`config.mk`:
```
export PLATFORM = sky130hd
export DESIGN_NAME = mt_barrel_sched
export DESIGN_NICKNAME = d
export VERILOG_FILES = /design/src/rtl/mt_pkg.sv /design/src/rtl/mt_rr_pick.sv /design/src/rtl/mt_barrel_sched.sv
export SDC_FILE = /design/constraint.sdc
export NUM_CORES = 1
export LEC_CHECK = 0
export ABC_CLOCK_PERIOD_IN_PS = 12300
export CORE_ASPECT_RATIO = 1.4
export CORE_MARGIN = 5
export CORE_UTILIZATION = 55
export DETAILED_ROUTE_END_ITERATION = 7
export HOLD_SLACK_MARGIN = 0.08
export MAX_ROUTING_LAYER = met4
export PLACE_DENSITY = 0.73
export SETUP_SLACK_MARGIN = 0.2
export SYNTH_ARGS = -nofsm -noshare
export SYNTH_HDL_FRONTEND = slang
export SYNTH_SLANG_ARGS = --single-unit
```
`constraint.sdc`:
```
create_clock -name clk -period 12.3 [get_ports clk]
set_input_delay 2.46 -clock clk [delete_from_list [all_inputs] [get_ports clk]]
set_output_delay 2.46 -clock clk [all_outputs]
set_load 0.03 [all_outputs]
```
`src/rtl/mt_pkg.sv`:
```
// Shared definitions for the barrel-CPU thread scheduler and the blocks that reuse its picker.
package mt_pkg;

  localparam int unsigned INSTR_BYTES = 4;
  localparam int unsigned MAX_TID_W   = 8;

  typedef logic [MAX_TID_W-1:0] tid_t;

  // A thread id is always at least one bit wide, even for a single-thread build.
  function automatic int unsigned tid_width(input int unsigned n);
    return (n <= 32'd2) ? 32'd1 : 32'($clog2(n));
  endfunction

endpackage

```
`src/rtl/mt_rr_pick.sv`:
```
// Combinational rotating-priority picker: first set bit of elig after last_tid, wrapping modulo N.
module mt_rr_pick #(
  parameter int unsigned N = 4,
  parameter int unsigned W = 2
) (
  input  logic [N-1:0] elig,
  input  logic [W-1:0] last_tid,
  output logic         pick_valid,
  output logic [W-1:0] pick_tid
);

  int unsigned idx;

  // Modulo keeps the scan correct for thread counts that are not a power of two.
  always_comb begin
    pick_valid = 1'b0;
    pick_tid   = '0;
    idx        = 0;
    for (int unsigned i = 1; i <= N; i++) begin
      idx = (32'(last_tid) + i) % N;
      if (!pick_valid && elig[idx]) begin
        pick_valid = 1'b1;
        pick_tid   = W'(idx);
      end
    end
  end

endmodule

```
`src/rtl/mt_barrel_sched.sv`:
```
// mt_barrel_sched: round-robin thread scheduler and per-thread PC bank for the barrel CPU.
// Define MT_SCHED_PERF_EN to add per-thread issue counters and an idle-cycle counter.
module mt_barrel_sched
  import mt_pkg::*;
#(
  parameter int unsigned              NUM_THREADS   = 4,
  parameter int unsigned              ADDRESS_WIDTH = 32,
  parameter logic [ADDRESS_WIDTH-1:0] RESET_PC      = '0,
  parameter logic [ADDRESS_WIDTH-1:0] PC_STRIDE     = ADDRESS_WIDTH'(32'h100),
  localparam int unsigned             TID_W         = tid_width(NUM_THREADS)
) (
  input  logic                     clk,
  input  logic                     rst,
  input  logic [NUM_THREADS-1:0]   stall_i,
  input  logic                     halt_valid_i,
  input  logic [TID_W-1:0]         halt_tid_i,
  input  logic                     redir_valid_i,
  input  logic [TID_W-1:0]         redir_tid_i,
  input  logic [ADDRESS_WIDTH-1:0] redir_pc_i,
  output logic                     issue_valid_o,
  output logic [TID_W-1:0]         issue_tid_o,
  output logic [ADDRESS_WIDTH-1:0] issue_pc_o,
  output logic [NUM_THREADS-1:0]   active_mask_o,
  output logic                     all_halted_o
`ifdef MT_SCHED_PERF_EN
  ,
  output logic [NUM_THREADS*32-1:0] perf_issue_cnt_o,
  output logic [31:0]               perf_idle_cnt_o
`endif
);

  logic [ADDRESS_WIDTH-1:0] pc [NUM_THREADS];
  logic [NUM_THREADS-1:0]   active;
  logic [NUM_THREADS-1:0]   active_next;
  logic [NUM_THREADS-1:0]   elig;
  logic [TID_W-1:0]         last_tid;
  logic                     pick_valid;
  logic [TID_W-1:0]         pick_tid;
  logic                     halt_ok;
  logic                     redir_ok;

  assign halt_ok       = halt_valid_i  && (32'(halt_tid_i)  < NUM_THREADS);
  assign redir_ok      = redir_valid_i && (32'(redir_tid_i) < NUM_THREADS);
  assign active_mask_o = active;

  // A thread halted this cycle is already excluded from this cycle's pick.
  always_comb begin
    elig = '0;
    for (int unsigned t = 0; t < NUM_THREADS; t++) begin
      elig[t] = active[t] & ~stall_i[t] & ~(halt_valid_i && (32'(halt_tid_i) == t));
    end
  end

  always_comb begin
    active_next = active;
    if (halt_ok) begin
      active_next[halt_tid_i] = 1'b0;
    end
  end

  mt_rr_pick #(
    .N (NUM_THREADS),
    .W (TID_W)
  ) u_pick (
    .elig       (elig),
    .last_tid   (last_tid),
    .pick_valid (pick_valid),
    .pick_tid   (pick_tid)
  );

  always_ff @(posedge clk) begin
    if (!rst) begin
      issue_valid_o <= 1'b0;
      issue_tid_o   <= '0;
      issue_pc_o    <= '0;
      active        <= '1;
      all_halted_o  <= 1'b0;
      last_tid      <= TID_W'(NUM_THREADS - 1);
      for (int unsigned t = 0; t < NUM_THREADS; t++) begin
        pc[t] <= RESET_PC + ADDRESS_WIDTH'(t) * PC_STRIDE;
      end
`ifdef MT_SCHED_PERF_EN
      perf_issue_cnt_o <= '0;
      perf_idle_cnt_o  <= '0;
`endif
    end else begin
      if (pick_valid) begin
        issue_valid_o  <= 1'b1;
        issue_tid_o    <= pick_tid;
        issue_pc_o     <= pc[pick_tid];
        last_tid       <= pick_tid;
        pc[pick_tid]   <= pc[pick_tid] + ADDRESS_WIDTH'(INSTR_BYTES);
      end else begin
        issue_valid_o <= 1'b0;
      end
      // Issued above with the old PC; a same-cycle redirect replaces the +4.
      if (redir_ok) begin
        pc[redir_tid_i] <= redir_pc_i;
      end
      active       <= active_next;
      all_halted_o <= (active_next == '0);
`ifdef MT_SCHED_PERF_EN
      if (pick_valid) begin
        perf_issue_cnt_o[32*pick_tid +: 32] <= perf_issue_cnt_o[32*pick_tid +: 32] + 32'd1;
      end else if (active_next != '0) begin
        perf_idle_cnt_o <= perf_idle_cnt_o + 32'd1;
      end
`endif
    end
  end

endmodule
```
# Word-level counts from Yosys, hierarchy flattened
# Memories as Yosys holds them, arrays and structs flattened.
# Cells that the tools add are included.
[word_totals]
register_bits = 42
latchBits = 0
mem_bits_rw = 128
mem_bits_ro = 0
word_cells = 86
n_memories = 1
[classes]
add_sub_neg = 5
multipliers = 0
n_div = 0
n_lt_le_gt_ge = 6
n_eq_ne = 3
shift = 0
muxes = 32
bitwise_logic = 18
reduce_logical = 15
[memory_table]
columns = ["name", "words", "word_bits", "read_ports", "rd_clocked_by_memory_dff", "write_ports", "line", "source"]
rows = [
  ["pc", 4, 32, 1, 0, 4, "mt_barrel_sched.sv:32", "logic [ADDRESS_WIDTH-1:0] pc [NUM_THREADS];"],
]
[op_table]
columns = ["operator", "count"]
rows = [
  ["2-to-1 mux 32 bit", 2],
  ["OR reduction 32 bit", 2],
  ["adder 32 x 3 -> 32 bit (second input constant)", 1],
  ["2-to-1 mux 1 bit", 18],
  ["less-than comparator 2 x 3 -> 1 bit (second input constant)", 5],
  ["2-to-1 mux 2 bit", 6],
  ["AND 1 bit", 8],
  ["binary-select mux 1 bit (select 2 bit)", 4],
  ["logical AND 1 bit", 8],
  ["NOT 1 bit", 8],
  ["adder 2 x 1 -> 2 bit (second input constant)", 2],
  ["adder 2 bit (second input constant)", 2],
  ["AND 4 bit", 1],
  ["equality test 2 bit (second input constant)", 2],
  ["zero test 4 bit", 1],
  ["2-to-1 mux 4 bit", 1],
  ["NOT 4 bit", 1],
  ["zero test 1 bit", 3],
  ["demux 1 bit (select 2 bit)", 1],
  ["equality test 2 x 1 -> 1 bit (second input constant)", 1],
  ["greater-or-equal comparator 2 x 1 -> 1 bit (second input constant)", 1],
  ["zero test 2 bit", 1],
]

# Depth between registers and ports, before layout
[depth]
ltp_word = 21
depth_mapped = 14

# Modules after synthesis
# A second synthesis with hierarchy kept.
[unflattened]
cells_unflattened = 728
hier_area_um2 = 8405.6
[by_module_without_submodules]
columns = ["mod", "n_inst", "cells_each", "area_each_um2", "seq_area_each_um2"]
rows = [
  ["mt_barrel_sched", 1, 714, 8314.2, 4684.5],
  ["mt_rr_pick", 1, 14, 91.3, 0.0],
]

# Worst setup path after synthesis
# OpenSTA, ideal clock, no wires.
[synth_timing]
path_type = "input-to-reg"
start = "input halt_tid_i[1]"
end = "memory pc[1][0], enable pin"
setup_time_ps = 533
arrival_ps = 7892
required_ps = 11767
slack_ps = 3874
stages = 9
path_buffers = 4
cell_sequence = "nor3b_1 > nor2_1 > o31ai_1 > a21oi_4 > buf_4 > buf_2 > buf_2 > buf_2 > o311ai_0"
[synth_lines]
columns = ["element", "line", "source"]
rows = [
  ["from (decl)", "mt_barrel_sched.sv:16", "input logic [TID_W-1:0] halt_tid_i,"],
  ["to (decl)", "mt_barrel_sched.sv:32", ""],
]

==> flow_summary.toml <==
[grt]
grt_max_degree = 76
antenna_found_initial = 0
first_global_vias = 6678
global_route.overflow_total = 0
wire_length_of_the_first_global_routing_pass_um = 35400
grt_use_total_pct = 26.4

[die]
floorplan.die_area_um2 = 18200
start_util_pct = 55.5
rows = 54
chipHeight_um = 158
fp.dieW_um = 116
core-area_um2 = 15500
design.portCount = 84

[clocking]
number_of_levels_the_h_tree_was_split_into = 4
clock_sink_count = 170
cts-buffers-inserted = 17
setup_bufs_post_cts = 0
clock_insertion_delay_worst_skew_ns = 0.44
cts.root.buffer_cell = "sky130_fd_sc_hd__clkbuf_16"
clockBufferDepth = 2
holdBufCountCts = 0
cts-resized-gates = 0
clkSlewWorstSetupHoldPaths_ns = 0.06
cts_tree = "yes"

[synthesis]
dominantRegCellSynth = "sky130_fd_sc_hd__edfxtp_1"
mappedNetlistArea_um2 = 8590
syn_avg_cell_area_um2 = 10.7
synth.ff_latch_count = 170
synth_instances = 802
yosys.area.top_type = "sky130_fd_sc_hd__edfxtp_1"
yosysSeqAreaShare_pct = 54.6
synth-edff-count = 128
synth.top_cells.by_count = "sky130_fd_sc_hd__nand2_1 (158), sky130_fd_sc_hd__edfxtp_1 (128), sky130_fd_sc_hd__o21ai_0 (90), sky130_fd_sc_hd__mux2i_1 (79), sky130_fd_sc_hd__dfxtp_1 (42)"
ffs_w_async_s_r_synth_pct = 0
synth.yosys.warnings = 0
syn_nets = 847
most_frequent_cell_after_synthesis = "sky130_fd_sc_hd__nand2_1"
synth.top_cell.area_share_pct = 44.8
netlist_top_cells_area = "sky130_fd_sc_hd__edfxtp_1 (45%), sky130_fd_sc_hd__dfxtp_1 (9.8%), sky130_fd_sc_hd__mux2i_1 (9.2%)"
synth_cell_type_count = 59

[cells_and_area]
post_route_cells_drive_above_1_share_pct = 7.75
seq_area_um2 = 4680
num_antenna_cells = 0
fillCellCount = 1182
finalInstanceArea_um2 = 10200
multi_input_gate_area_in_the_final_layout_um2 = 3670
design.final.nets = 910
layout-area-overhead-vs-synth_pct = 18.4

[pwr]
power_density_nw_per_um2 = 176
share_clk_of_total_power_pct = 31.4
combPwrFrac_pct = 25.6
leakage_power_nw = 3.67
cellInternalPower_mw = 1.25
switching_share_pct = 30.2
share_seq_of_total_power_pct = 43.1
p_sw_mw = 0.542
power.ir.vdd_worst_mv = 0.115

[routing]
route.antenna.remaining_nets = 0
detail_route.wirelength_um = 23300
avgRoutedWirePerCell_um = 21.8
post-route-drc-count = 0
drt_first_iter_violations = 623
avgViaCountPerCell = 6.27
vias = 6731
drt-pass1-iter-count = 5

[sta]
fin_tns_setup_ns = 0
post-route-period-util_pct = 62.0
worst-slew-pin-transition_ns = 1.22
min_period_ns = 7.63
maxClockFrequency_mhz = 131
timing.max_slew.rel_slack_pct = 18.8
finalMaxSlewViolations = 0
final_hold_viol_count = 0
timing.final.setup_violations = 0
finalClockSkew_ns = 0.00848
grt_setup_unrepaired = "false"

[critical_path]
criticalPathCategory = "in -> reg"
required_ns = 12.43
path_max_fanout = 75
endpoint_kind = "register"
crit_path_start_kind = "input pin"
crit_arrival_ns = 7.76

[min_path]
hold_path_class = "reg -> reg"

[job]
drv_cap = 0

[placement]
post-dp-hpwl_um = 13900
port_buffers = 83
place_congestion = 0.901
placed_area_um2 = 9550

[outcome]
run_status = "completed"
==> sequential cells by signal, summed over array words and instances (netlist names) <==
register	cells
pc	128
issue_pc_o	32
issue_tid_o	2
all_halted_o	1
issue_valid_o	1
last_tid	2
active_mask_o	4
==> layer usage <==
metal | up-vias | global-route usage, % | wire length (um)
met1 | 3238 | 30.5 | 8760
met2 | 360 | 44.5 | 12000
met5 | - | - | 0
li1 | 3055 | - | -
met3 | 78 | 4.63 | 1960
met4 | 0 | 12.6 | 672
==> area by class of cell <==
class | instances | share of cell area, %
tap | 196 | 2.41
sequential | 170 | 46.1
inverter | 6 | 0.222
timing repair buffer | 95 | 9.06
clock inverter | 8 | 1.44
multi-input combinational | 575 | 36.2
clock buffer | 23 | 4.60
==> through the flow <==
stage                     total power, mW  worst slack (ns)  hold WS [ns]  cells  util, %
final                                1.79              4.67         0.450   1073     65.7
after global routing                 1.86              4.35         0.466   1073     65.7
after CTS                            1.79              4.76         0.452   1073     65.7
after detailed placement             1.24              4.36         0.439   1042     61.7
after global placement               1.22              4.56         0.430   1042     61.7
after floorplan                      1.08              3.87         0.477    802        -
==> worst paths after layout <==
| path | from | to | slack (ns) | cells past startpoint |
|---|---|---|---|---|
| min reg2reg | issue_pc_o[1]$_SDFFE_PN0P_ | issue_pc_o[1]$_SDFFE_PN0P_ | 0.45 | 2 |
| max | halt_valid_i | pc[1][30]$_DFFE_PP_ | 4.67 | 13 |
| min | issue_pc_o[1]$_SDFFE_PN0P_ | issue_pc_o[1]$_SDFFE_PN0P_ | 0.45 | 2 |
| max reg2reg | active_mask_o[2]$_SDFF_PN1_ | pc[1][30]$_DFFE_PP_ | 6.92 | 12 |
==> cells in the final DEF (no fill, tap or decap), types with 2 or more instances in the layout <==
cell type	n
sky130_fd_sc_hd__o21ai_1	22
sky130_fd_sc_hd__and2_1	5
sky130_fd_sc_hd__clkbuf_8	2
sky130_fd_sc_hd__a31oi_1	3
sky130_fd_sc_hd__a211oi_1	9
sky130_fd_sc_hd__mux2i_2	4
sky130_fd_sc_hd__clkbuf_1	4
sky130_fd_sc_hd__o31ai_1	2
sky130_fd_sc_hd__edfxtp_1	128
sky130_fd_sc_hd__clkbuf_16	17
sky130_fd_sc_hd__inv_1	5
sky130_fd_sc_hd__nor2b_1	15
sky130_fd_sc_hd__nor4_1	2
sky130_fd_sc_hd__a22o_1	36
sky130_fd_sc_hd__bufinv_16	4
sky130_fd_sc_hd__mux2_2	5
sky130_fd_sc_hd__xnor2_1	11
sky130_fd_sc_hd__xor2_1	16
sky130_fd_sc_hd__nand3_1	18
sky130_fd_sc_hd__nand2b_1	6
sky130_fd_sc_hd__and2_2	2
sky130_fd_sc_hd__o211ai_1	2
sky130_fd_sc_hd__nand4_1	9
sky130_fd_sc_hd__clkinv_2	2
sky130_fd_sc_hd__mux2i_1	79
sky130_fd_sc_hd__or3_1	2
sky130_fd_sc_hd__nand3b_1	2
sky130_fd_sc_hd__nand2_1	158
sky130_fd_sc_hd__buf_4	12
sky130_fd_sc_hd__a21oi_1	13
sky130_fd_sc_hd__dfxtp_1	42
sky130_fd_sc_hd__nor2_1	32
sky130_fd_sc_hd__clkdlybuf4s50_1	83
sky130_fd_sc_hd__and3b_1	2
sky130_fd_sc_hd__mux4_2	2
sky130_fd_sc_hd__o21ai_0	90
==> worst max-delay path: stages <==
cell,delay [ns]
sky130_fd_sc_hd__clkdlybuf4s50_1,0.53
sky130_fd_sc_hd__nor3b_1,0.32
sky130_fd_sc_hd__o22ai_1,0.19
sky130_fd_sc_hd__a221oi_4,0.95
sky130_fd_sc_hd__buf_4,0.95
sky130_fd_sc_hd__mux2i_1,0.18
sky130_fd_sc_hd__mux2i_1,0.39
sky130_fd_sc_hd__ha_1,0.31
sky130_fd_sc_hd__and2_1,0.23
sky130_fd_sc_hd__nor4b_4,0.57
sky130_fd_sc_hd__nand3_1,0.18
sky130_fd_sc_hd__xnor2_1,0.30
sky130_fd_sc_hd__o21ai_0,0.15
==> power groups by stage <==
stage,logic [mW],registers [mW],clock network (mW)
after floorplan,0.269,0.816,0
after global placement,0.443,0.777,0
after detailed placement,0.454,0.783,0
after CTS,0.457,0.772,0.565
after global routing,0.491,0.780,0.592
final,0.458,0.772,0.563
==> kinds of logic after synthesis <==
| group | Yosys count | share of synthesized area (%) |
|---|---|---|
| adders and majority gates | 1 | 0.146 |
| muxes | 91 | 11.3 |
| DFF | 170 | 54.6 |
| AOI/OAI and AO/OA | 188 | 13.7 |
| and+or+nand+nor | 267 | 14.4 |
| xor gates and xnor gates | 28 | 2.94 |
| buffers and inverters | 57 | 3.03 |
No activity file was read; power rests on OpenSTA's default activity.
